===== src/rtl/fetch_stage_pkg.sv =====
// Shared constants and encodings for the instruction-fetch stage and its IF/ID register.
package fetch_stage_pkg;

    localparam logic [15:0] NOP_INSTR_DEF = 16'h0800;
    localparam logic [15:0] RESET_PC_DEF  = 16'h0000;
    localparam logic [15:0] PC_INC_DEF    = 16'd2;

    // Major opcode (instr[15:11]) that decode recognises as HALT; NOP uses 5'b00001.
    localparam logic [4:0] HALT_OPCODE = 5'b00000;

    localparam logic [1:0] ST_FETCH = 2'd0;
    localparam logic [1:0] ST_DRAIN = 2'd1;
    localparam logic [1:0] ST_BUF   = 2'd2;
    localparam logic [1:0] ST_HALT  = 2'd3;

    typedef enum logic [1:0] {
        IFID_HOLD,
        IFID_LOAD,
        IFID_BUBBLE,
        IFID_FLUSH
    } ifid_op_t;

endpackage


===== src/rtl/fetch_stage_if.sv =====
// Instruction-memory request/done handshake between the fetch stage and the memory.
interface fetch_stage_if;
    logic        imemRd;
    logic [15:0] imemAddr;
    logic [15:0] imemData;
    logic        imemDone;

    modport master (output imemRd, output imemAddr, input imemData, input imemDone);
    modport slave  (input imemRd, input imemAddr, output imemData, output imemDone);
endinterface


===== src/rtl/fetch_stage_dff.sv =====
// Enable flop cell with asynchronous active-low reset to a parameterised value.
module fetch_stage_dff #(
    parameter int          WIDTH     = 1,
    parameter logic [WIDTH-1:0] RESET_VAL = '0
) (
    input  logic             clk,
    input  logic             rst,
    input  logic             en,
    input  logic [WIDTH-1:0] d,
    output logic [WIDTH-1:0] q
);

    always_ff @(posedge clk or negedge rst) begin
        if (!rst) begin
            q <= RESET_VAL;
        end else if (en) begin
            q <= d;
        end
    end

endmodule


===== src/rtl/fetch_stage_ifid_reg.sv =====
// IF/ID pipeline register {instr, PC, valid} with load / hold / bubble / flush control.
module fetch_stage_ifid_reg
    import fetch_stage_pkg::*;
#(
    parameter logic [15:0] NOP_INSTR = NOP_INSTR_DEF
) (
    input  logic        clk,
    input  logic        rst,
    input  ifid_op_t    op,
    input  logic [15:0] load_instr,
    input  logic [15:0] load_pc,
    output logic [15:0] instr,
    output logic [15:0] pc,
    output logic        valid
);

    logic [15:0] instr_next;
    logic [15:0] pc_next;
    logic        valid_next;
    logic        en;

    always_comb begin
        en         = 1'b1;
        instr_next = instr;
        pc_next    = pc;
        valid_next = valid;
        case (op)
            IFID_LOAD: begin
                instr_next = load_instr;
                pc_next    = load_pc;
                valid_next = 1'b1;
            end
            // A bubble keeps the last PC so decode still sees a sensible PC+2.
            IFID_BUBBLE: begin
                instr_next = NOP_INSTR;
                valid_next = 1'b0;
            end
            IFID_FLUSH: begin
                instr_next = NOP_INSTR;
                pc_next    = 16'h0000;
                valid_next = 1'b0;
            end
            default: en = 1'b0;
        endcase
    end

    fetch_stage_dff #(.WIDTH(16), .RESET_VAL(NOP_INSTR)) u_instr (
        .clk(clk), .rst(rst), .en(en), .d(instr_next), .q(instr)
    );

    fetch_stage_dff #(.WIDTH(16), .RESET_VAL(16'h0000)) u_pc (
        .clk(clk), .rst(rst), .en(en), .d(pc_next), .q(pc)
    );

    fetch_stage_dff #(.WIDTH(1), .RESET_VAL(1'b0)) u_valid (
        .clk(clk), .rst(rst), .en(en), .d(valid_next), .q(valid)
    );

endmodule


===== src/rtl/fetch_stage.sv =====
// Instruction-fetch stage: PC, variable-latency imem handshake FSM and IF/ID register.
module fetch_stage
    import fetch_stage_pkg::*;
#(
    parameter logic [15:0] RESET_PC  = RESET_PC_DEF,
    parameter logic [15:0] NOP_INSTR = NOP_INSTR_DEF,
    parameter logic [15:0] PC_INC    = PC_INC_DEF
) (
    input  logic          clk,
    input  logic          rst,
    input  logic          stall,
    input  logic          memStall,
    input  logic          redirect,
    input  logic [15:0]   redirectPC,
    input  logic          haltDecoded,
    fetch_stage_if.master imem,
    output logic [15:0]   instrOut,
    output logic [15:0]   PCOut,
    output logic          validOut,
    output logic          fetchBusy
);

    logic [1:0]  state_reg, state_next;
    logic [15:0] pc_reg, pc_next;
    logic [15:0] req_addr_reg, req_addr_next;
    logic [15:0] buf_reg, buf_next;
    logic        drain_halt_reg, drain_halt_next;

    ifid_op_t    ifid_op;
    logic [15:0] ifid_instr;
    logic [15:0] ifid_pc;

    logic        done;
    logic        hold;
    logic [15:0] pc_inc;

    assign done   = imem.imemDone;
    assign hold   = stall | memStall;
    assign pc_inc = pc_reg + PC_INC;

    // The request is masked while reset is asserted so memory never sees a stray read.
    assign imem.imemRd   = rst & ((state_reg == ST_FETCH) | (state_reg == ST_DRAIN));
    assign imem.imemAddr = (state_reg == ST_DRAIN) ? req_addr_reg : pc_reg;
    assign fetchBusy     = (state_reg == ST_DRAIN) | ((state_reg == ST_FETCH) & !done);

    always_comb begin
        state_next      = state_reg;
        pc_next         = pc_reg;
        req_addr_next   = req_addr_reg;
        buf_next        = buf_reg;
        drain_halt_next = drain_halt_reg;
        ifid_op         = IFID_HOLD;
        ifid_instr      = imem.imemData;
        ifid_pc         = pc_inc;

        if (state_reg == ST_FETCH) begin
            req_addr_next = pc_reg;
        end

        if (memStall) begin
            // Whole pipe frozen, but an in-flight read still lands somewhere.
            case (state_reg)
                ST_FETCH: if (done) begin
                    buf_next   = imem.imemData;
                    pc_next    = pc_inc;
                    state_next = ST_BUF;
                end
                ST_DRAIN: if (done) begin
                    state_next = drain_halt_reg ? ST_HALT : ST_FETCH;
                end
                default: ;
            endcase
        end else if (redirect) begin
            pc_next = redirectPC;
            ifid_op = IFID_FLUSH;
            if (((state_reg == ST_FETCH) || (state_reg == ST_DRAIN)) && !done) begin
                state_next      = ST_DRAIN;
                drain_halt_next = 1'b0;
            end else begin
                state_next = ST_FETCH;
            end
        end else if (haltDecoded && (state_reg == ST_FETCH)) begin
            ifid_op = IFID_BUBBLE;
            if (done) begin
                state_next = ST_HALT;
            end else begin
                state_next      = ST_DRAIN;
                drain_halt_next = 1'b1;
            end
        end else begin
            case (state_reg)
                ST_FETCH: begin
                    if (done) begin
                        pc_next = pc_inc;
                        if (hold) begin
                            buf_next   = imem.imemData;
                            state_next = ST_BUF;
                        end else begin
                            ifid_op = IFID_LOAD;
                        end
                    end else if (!hold) begin
                        ifid_op = IFID_BUBBLE;
                    end
                end
                ST_BUF: if (!hold) begin
                    ifid_op    = IFID_LOAD;
                    ifid_instr = buf_reg;
                    ifid_pc    = pc_reg;
                    state_next = ST_FETCH;
                end
                ST_DRAIN: begin
                    if (done) begin
                        state_next = drain_halt_reg ? ST_HALT : ST_FETCH;
                    end
                    if (!hold) begin
                        ifid_op = IFID_BUBBLE;
                    end
                end
                default: if (!hold) begin
                    ifid_op = IFID_BUBBLE;
                end
            endcase
        end
    end

    always_ff @(posedge clk or negedge rst) begin
        if (!rst) begin
            state_reg      <= ST_FETCH;
            pc_reg         <= RESET_PC;
            req_addr_reg   <= RESET_PC;
            buf_reg        <= NOP_INSTR;
            drain_halt_reg <= 1'b0;
        end else begin
            state_reg      <= state_next;
            pc_reg         <= pc_next;
            req_addr_reg   <= req_addr_next;
            buf_reg        <= buf_next;
            drain_halt_reg <= drain_halt_next;
        end
    end

    fetch_stage_ifid_reg #(.NOP_INSTR(NOP_INSTR)) u_ifid (
        .clk       (clk),
        .rst       (rst),
        .op        (ifid_op),
        .load_instr(ifid_instr),
        .load_pc   (ifid_pc),
        .instr     (instrOut),
        .pc        (PCOut),
        .valid     (validOut)
    );

endmodule

===== src/flat_wrapper.sv =====
// flat-port wrapper written by rule: the top's interface ports become plain ports
module fetch_stage_flat import fetch_stage_pkg::*;
#(
    parameter logic [15:0] RESET_PC  = RESET_PC_DEF,
    parameter logic [15:0] NOP_INSTR = NOP_INSTR_DEF,
    parameter logic [15:0] PC_INC    = PC_INC_DEF
)
  (clk, rst, stall, memStall, redirect, redirectPC, haltDecoded, instrOut, PCOut, validOut, fetchBusy, imem_imemRd, imem_imemAddr, imem_imemData, imem_imemDone);
  fetch_stage_if imem_i ();
  input  logic clk;
  input  logic rst;
  input  logic stall;
  input  logic memStall;
  input  logic redirect;
  input  logic [15:0] redirectPC;
  input  logic haltDecoded;
  output logic [15:0] instrOut;
  output logic [15:0] PCOut;
  output logic validOut;
  output logic fetchBusy;
  output wire logic [$bits(imem_i.imemRd)-1:0] imem_imemRd;
  output wire logic [$bits(imem_i.imemAddr)-1:0] imem_imemAddr;
  input wire logic [$bits(imem_i.imemData)-1:0] imem_imemData;
  input wire logic [$bits(imem_i.imemDone)-1:0] imem_imemDone;
  assign imem_imemRd = imem_i.imemRd;
  assign imem_imemAddr = imem_i.imemAddr;
  assign imem_i.imemData = imem_imemData;
  assign imem_i.imemDone = imem_imemDone;
  fetch_stage #(.RESET_PC(RESET_PC), .NOP_INSTR(NOP_INSTR), .PC_INC(PC_INC)) u_core (.clk(clk), .rst(rst), .stall(stall), .memStall(memStall), .redirect(redirect), .redirectPC(redirectPC), .haltDecoded(haltDecoded), .imem(imem_i), .instrOut(instrOut), .PCOut(PCOut), .validOut(validOut), .fetchBusy(fetchBusy));
endmodule

===== config.mk =====
export PLATFORM = sky130hd
export DESIGN_NAME = fetch_stage_flat
export DESIGN_NICKNAME = d
export VERILOG_FILES = /design/src/rtl/fetch_stage_pkg.sv /design/src/rtl/fetch_stage_if.sv /design/src/rtl/fetch_stage_dff.sv /design/src/rtl/fetch_stage_ifid_reg.sv /design/src/rtl/fetch_stage.sv /design/src/flat_wrapper.sv
export SDC_FILE = /design/constraint.sdc
export NUM_CORES = 1
export LEC_CHECK = 0
export BUFFER_PORTS_ARGS = -buffer_cell sky130_fd_sc_hd__buf_2
export CELL_PAD_IN_SITES_DETAIL_PLACEMENT = 0
export CELL_PAD_IN_SITES_GLOBAL_PLACEMENT = 1
export CORE_MARGIN = 2
export CORE_UTILIZATION = 40
export DETAILED_ROUTE_END_ITERATION = 16
export MAX_ROUTING_LAYER = met4
export PLACE_DENSITY_LB_ADDON = 0.1
export REMOVE_ABC_BUFFERS = 1
export SYNTH_ARGS = -nofsm -noshare
export SYNTH_HDL_FRONTEND = slang
export SYNTH_SLANG_ARGS = --single-unit
export TNS_END_PERCENT = 20

===== constraint.sdc =====
create_clock -name clk -period 2.1 [get_ports clk]
set_input_delay 0.42 -clock clk [delete_from_list [all_inputs] [get_ports clk]]
set_output_delay 0.42 -clock clk [all_outputs]
set_load 0.02 [all_outputs]

### Word level (Yosys, flattened, before mapping)

Cells that the tools add are included.
W data, S select, Z words.

| word-level totals | value |
|---|---|
| flip-flop bits (word level) | 84 |
| bits in latches | 0 |
| bits in writable memories | 0 |
| bits in read-only memories | 0 |
| input bits | 39 |
| output and inout port bits | 51 |
| word-level logic and storage cells | 97 |
| memories kept | 0 |

| cells by class | value |
|---|---|
| $add $sub $neg | 1 |
| multipliers | 0 |
| divide/modulo/power cells | 0 |
| $lt $le $gt $ge | 0 |
| equal/unequal tests | 15 |
| shift operators | 0 |
| multiplexer cells | 51 |
| bitwise gates (word level) | 6 |
| reductions and logical operators | 16 |

Operators with widths:

| cell | count |
|---|---|
| $mux W16 | 23 |
| $pmux W16 S2 | 2 |
| $mux W2 | 15 |
| $add A16 B2 Y16 const B | 1 |
| $pmux W2 S2 | 2 |
| $reduce_and A4 Y1 | 2 |
| $mux W1 | 7 |
| $eq A2 B2 Y1 const B | 3 |
| $ne A2 B2 Y1 const B | 3 |
| $ne A3 B3 Y1 const B | 2 |
| $pmux W2 S3 | 1 |
| $reduce_and A6 Y1 | 1 |
| $reduce_bool A2 Y1 | 3 |
| $ne A5 B4 Y1 const B | 1 |
| $ne A5 B5 Y1 const B | 1 |
| $reduce_bool A5 Y1 | 1 |
| $eq A2 B1 Y1 const B | 2 |
| $ne A4 B4 Y1 const B | 1 |
| $reduce_and A2 Y1 | 2 |
| $ne A3 B1 Y1 const B | 1 |
| $or A1 B1 Y1 | 3 |
| $reduce_or A3 Y1 | 1 |
| $and A1 B1 Y1 | 2 |
| $logic_and A1 B1 Y1 | 2 |
| 7 further kinds | 7 |

### Longest topological paths before layout

| depth | value |
|---|---|
| depth after elaboration | 11 |
| mapped depth | 6 |
| gate-level depth less buffers | 5 |

### Modules after synthesis

A second synthesis with hierarchy kept.

| second synthesis, totals | value |
|---|---|
| cells, all modules | 465 |
| area total of the unflattened synthesis | 4909.7 µm² |

Modules (own cells, without submodules):

| module | times used | cells an instance | area each (µm²) | seq. area each (µm²) |
|---|---|---|---|---|
| fetch_stage | 1 | 335 | 3098.0 | 1277.5 |
| fetch_stage_dff (u_core.u_ifid.u_instr) | 1 | 34 | 650.6 | 401.6 |
| fetch_stage_dff (u_core.u_ifid.u_pc) | 1 | 34 | 649.4 | 400.4 |
| fetch_stage_ifid_reg | 1 | 60 | 471.7 | 0.0 |
| fetch_stage_dff (u_core.u_ifid.u_valid) | 1 | 2 | 40.0 | 25.0 |

### Least setup slack after synthesis

No wires, ideal clock.

| timing path | value |
|---|---|
| path type | register -> output |
| start | register u_core.state_reg[1] |
| end | output imem_imemAddr[0] |
| data arrival time | 1.592 ns |
| required time | 1.680 ns |
| setup slack | 0.088 ns |
| stages on the path, launching flop included | 5 |
| buffers on the path | 2 |
| cells stage by stage | dfrtp_1 clkbuf_1 nor2_1 buf_1 mux2_2 |

| on the way | value |
|---|---|
| cells in the longest elaborated chain, start to end | 2 |

RTL lines:

| what | line | text |
|---|---|---|
| start, declared | fetch_stage.sv:23 | `logic [1:0] state_reg, state_next;` |
| start signal, assigned | fetch_stage.sv:134 | `state_reg <= state_next;` |
| $eq A2 B1 Y1 | fetch_stage.sv:43 | `assign imem.imemAddr = (state_reg == ST_DRAIN) ? req_addr_reg : pc_reg;` |
| $mux W16 | fetch_stage.sv:43 |  |
| end, declared | flat_wrapper.sv:22 | `output wire logic [$bits(imem_i.imemAddr)-1:0] imem_imemAddr;` |

No other way between the ends.

### Worst setup path after layout

| timing path | value |
|---|---|
| start | register u_core.state_reg[1] |
| end | output imem_imemAddr[5] |

Same word-level chain as after synthesis.

==> results.py <==
metrics = {
    "logic_synthesis": {
        "yosysTopAreaCell": "dfrtp_1",
        "synth_ff_type": "dfrtp_1",
        "yosysSeqAreaShare": 0.476,
        "yosys.cell_count.top_type": "dfrtp_1",
        "synth_area_per_cell_um2": 10.4,
        "synth_adder_area_share": 0.00283,
        "synth_common_cells": "dfrtp_1 (82), nand2_1 (49), mux2_2 (44)",
        "synthCells": 426,
        "synth_seq_cells": 84,
        "synth-xor-area-share": 0.0139,
        "synth-compound-area-share": 0.191,
        "synthMuxAreaShare": 0.114,
        "yosys_warnings": 0,
        "yosys.area_share.simple": 0.159,
        "ys_top_cells_by_area": "dfrtp_1 (46%), mux2_2 (11%), nand2_1 (4.2%), a311oi_1 (3.2%), nor2_1 (2.1%)",
        "ys_async_sr_fraction": 1.00,
        "synth_top_area_share": 0.464,
        "synth_top_family_by_area": "compound AO/OA/AOI/OAI gates",
        "yosys.cell_types.count": 62,
        "syn_area_um2": 4420,
        "synth_edf_count": 0,
    },
    "timing": {
        "rsz0062_at_grt": "true",
        "fin_crit_ns": 2.06,
        "hold-worst-slack_ns": 0.102,
        "setup_tns_ns": 0,
        "skew_ns": 0.0106,
        "maxSlewHeadroom": 0.520,
        "timing.fmax_ghz": 0.485,
        "tightest_slew_ns": 0.719,
        "setup_viol": 0,
        "fin_crit_sh": 0.982,
        "hold_viol_final": 0,
        "slew_viol_final": 0,
    },
    "finish": {
        "finalNetCount": 586,
        "fillerInstances": 1052,
        "syn_to_final_growth_pct": 28.3,
        "finalNonFillerCells": 691,
        "drive_gt1_frac": 0.394,
        "post-route-util": 0.525,
        "num_antenna_cells": 0,
    },
    "clock_network": {
        "cts_buffers": 9,
        "clkLatencyLatePin_ns": 0.36,
        "path_clk_slew_ns": 0.09,
        "cts_num_sinks": 84,
        "cts_tree": "done",
        "htree_levels": 3,
        "cts-root-buf": "clkbuf_8",
        "cts.path.max_buffers": 2,
    },
    "die": {
        "ioPinCount": 90,
        "rows": 38,
        "die_x_um": 109,
        "dieArea_um2": 11900,
        "die-height_um": 109,
        "core_um2": 10800,
        "start_util": 0.409,
    },
    "drt": {
        "drt_iter0_markers": 217,
        "drcViolationCount": 0,
        "via_per_inst": 5.57,
        "ant_nets": 0,
        "wl_per_cell_um": 18.2,
        "num_vias": 3852,
        "drt-pass1-iter-count": 4,
        "drt_wl_total_mm": 12.6,
    },
    "worst_setup_path": {
        "rr_startpoint": "u_core.state_reg[0]",
        "startpoint_type": "flop",
        "cp.arrival_ns": 1.64,
        "worstPathRequired_ns": 1.68,
        "timing.rr.end": "u_core.u_ifid.u_pc.q[13]",
        "worstPathMaxFanout": 8,
        "end_kind": "output port",
        "ff2ff_path_depth": 6,
        "reg2reg_slack_ns": 0.05,
        "path_class": "flop to output port",
    },
    "placement": {
        "io_buffers": 89,
        "gp_congestion": 0.916,
        "placed_cells": 671,
        "dp_hpwl_mm": 8.62,
    },
    "power": {
        "leakage_nw": 2.64,
        "power.density_nw_per_um2": 1330,
        "ir_drop_v": 0.000627,
    },
    "global_routing": {
        "grt_pass1_wl_mm": 19.4,
        "grt_util_all_layers": 0.221,
        "grt_max_degree": 85,
        "antenna_found_initial": 0,
        "grt_overflow": 0,
        "grt_pass1_vias": 3717,
    },
    "run_status": {
        "outcome": "finished, final reports clean",
    },
    "flow_run": {
        "maxCapViolCount": 0,
    },
    "worst_hold_path": {
        "hp-class": "primary input to asynchronous set/reset pin",
    },
}
## power by group
| group | leakage [nW] | switching (mW) | internal [mW] | total [mW] |
|---|---|---|---|---|
| logic | 1.50 | 1.88 | 1.69 | 3.57 |
| registers | 1.03 | 0.394 | 2.23 | 2.63 |
| clock network | 0.110 | 0.644 | 0.679 | 1.32 |
| total | 2.64 | 2.92 | 4.60 | 7.52 |
## critical path: stages, from the launching register on
cell and delay, ns:
dfrtp_2 0.46, nor2_4 0.20, buf_8 0.17, mux2_4 0.32, buf_6 0.13
## through the flow
stage	power, mW	setup WS (ns)	cell area, um^2
finish	7.52	0.0384	5670
global route	7.99	-0.0510	5670
CTS	7.28	0.00187	5530
detailed placement	5.89	-0.0640	5280
global placement	5.83	-0.00101	5280
floorplan	4.62	-0.195	4270
## layout by cell type (no fill, tap or decap), types with 3 or more instances in the layout
cell type	Yosys	final
mux2_4	0	11
nor2_1	25	23
nor4_1	7	7
buf_4	3	47
o21ai_0	16	16
o22ai_1	11	11
xnor2_1	6	6
nand2b_1	3	3
a311oi_1	16	16
a22o_1	9	9
nand4_1	3	3
and3_1	8	8
a21oi_1	16	16
nor3_1	11	11
and4_1	3	3
inv_1	10	10
nand3_1	7	7
mux2_2	44	33
buf_2	8	78
a211oi_1	12	12
buf_6	1	12
dfrtp_1	82	80
a211o_1	8	8
nor2b_1	3	3
clkbuf_8	0	9
nand2_1	49	49
nor4b_1	3	3
## cell families (layout without fill, tap and decap cells)
group | count (synthesis) | after routing
compound gates | 112 | 112
xor+xnor | 7 | 7
fa+ha+maj | 1 | 1
buf+inv | 42 | 167
flops | 84 | 84
mux | 45 | 45
simple gates | 135 | 135
## worst max-delay path by stage
stage	start	end	slack [ns]	depth (start not counted)
global placement	imem_imemDone	u_core.u_ifid.u_pc.q[0]	-0.001	5
detailed placement	imem_imemDone	u_core.u_ifid.u_pc.q[0]	-0.06	5
global route	u_core.state_reg[1]	imem_imemAddr[5]	-0.05	4
CTS	u_core.state_reg[1]	imem_imemAddr[5]	0.002	4
floorplan	u_core.state_reg[1]	u_core.buf_reg[0]	-0.19	3
finish	u_core.state_reg[1]	imem_imemAddr[5]	0.04	4
## cell type report
cell class | count | area [um^2] | area share
clock buffer | 9 | 124 | 0.0218
multi-input combinational | 300 | 2180 | 0.384
sequential | 84 | 2110 | 0.372
timing repair buffer | 141 | 948 | 0.167
inverter | 10 | 37.5 | 0.00662
tap | 140 | 175 | 0.0309
clock inverter | 7 | 98.8 | 0.0174
## metal layers
layer	vias to the layer above	GRT usage	share of wire
li1	1825	-	-
met1	1899	0.290	0.46
met2	115	0.352	0.48
met3	13	0.0406	0.053
met4	0	0.0586	0.011
met5	-	-	0
## repair_timing
item	4_1_cts	5_1_grt
hold buffers	0	0
pin swaps	0	2
setup buffers	3	0
endpoints found under the setup margin	16	23
gates resized for setup	4	39
gates cloned	0	1
No activity file was read; power rests on OpenSTA's default activity.
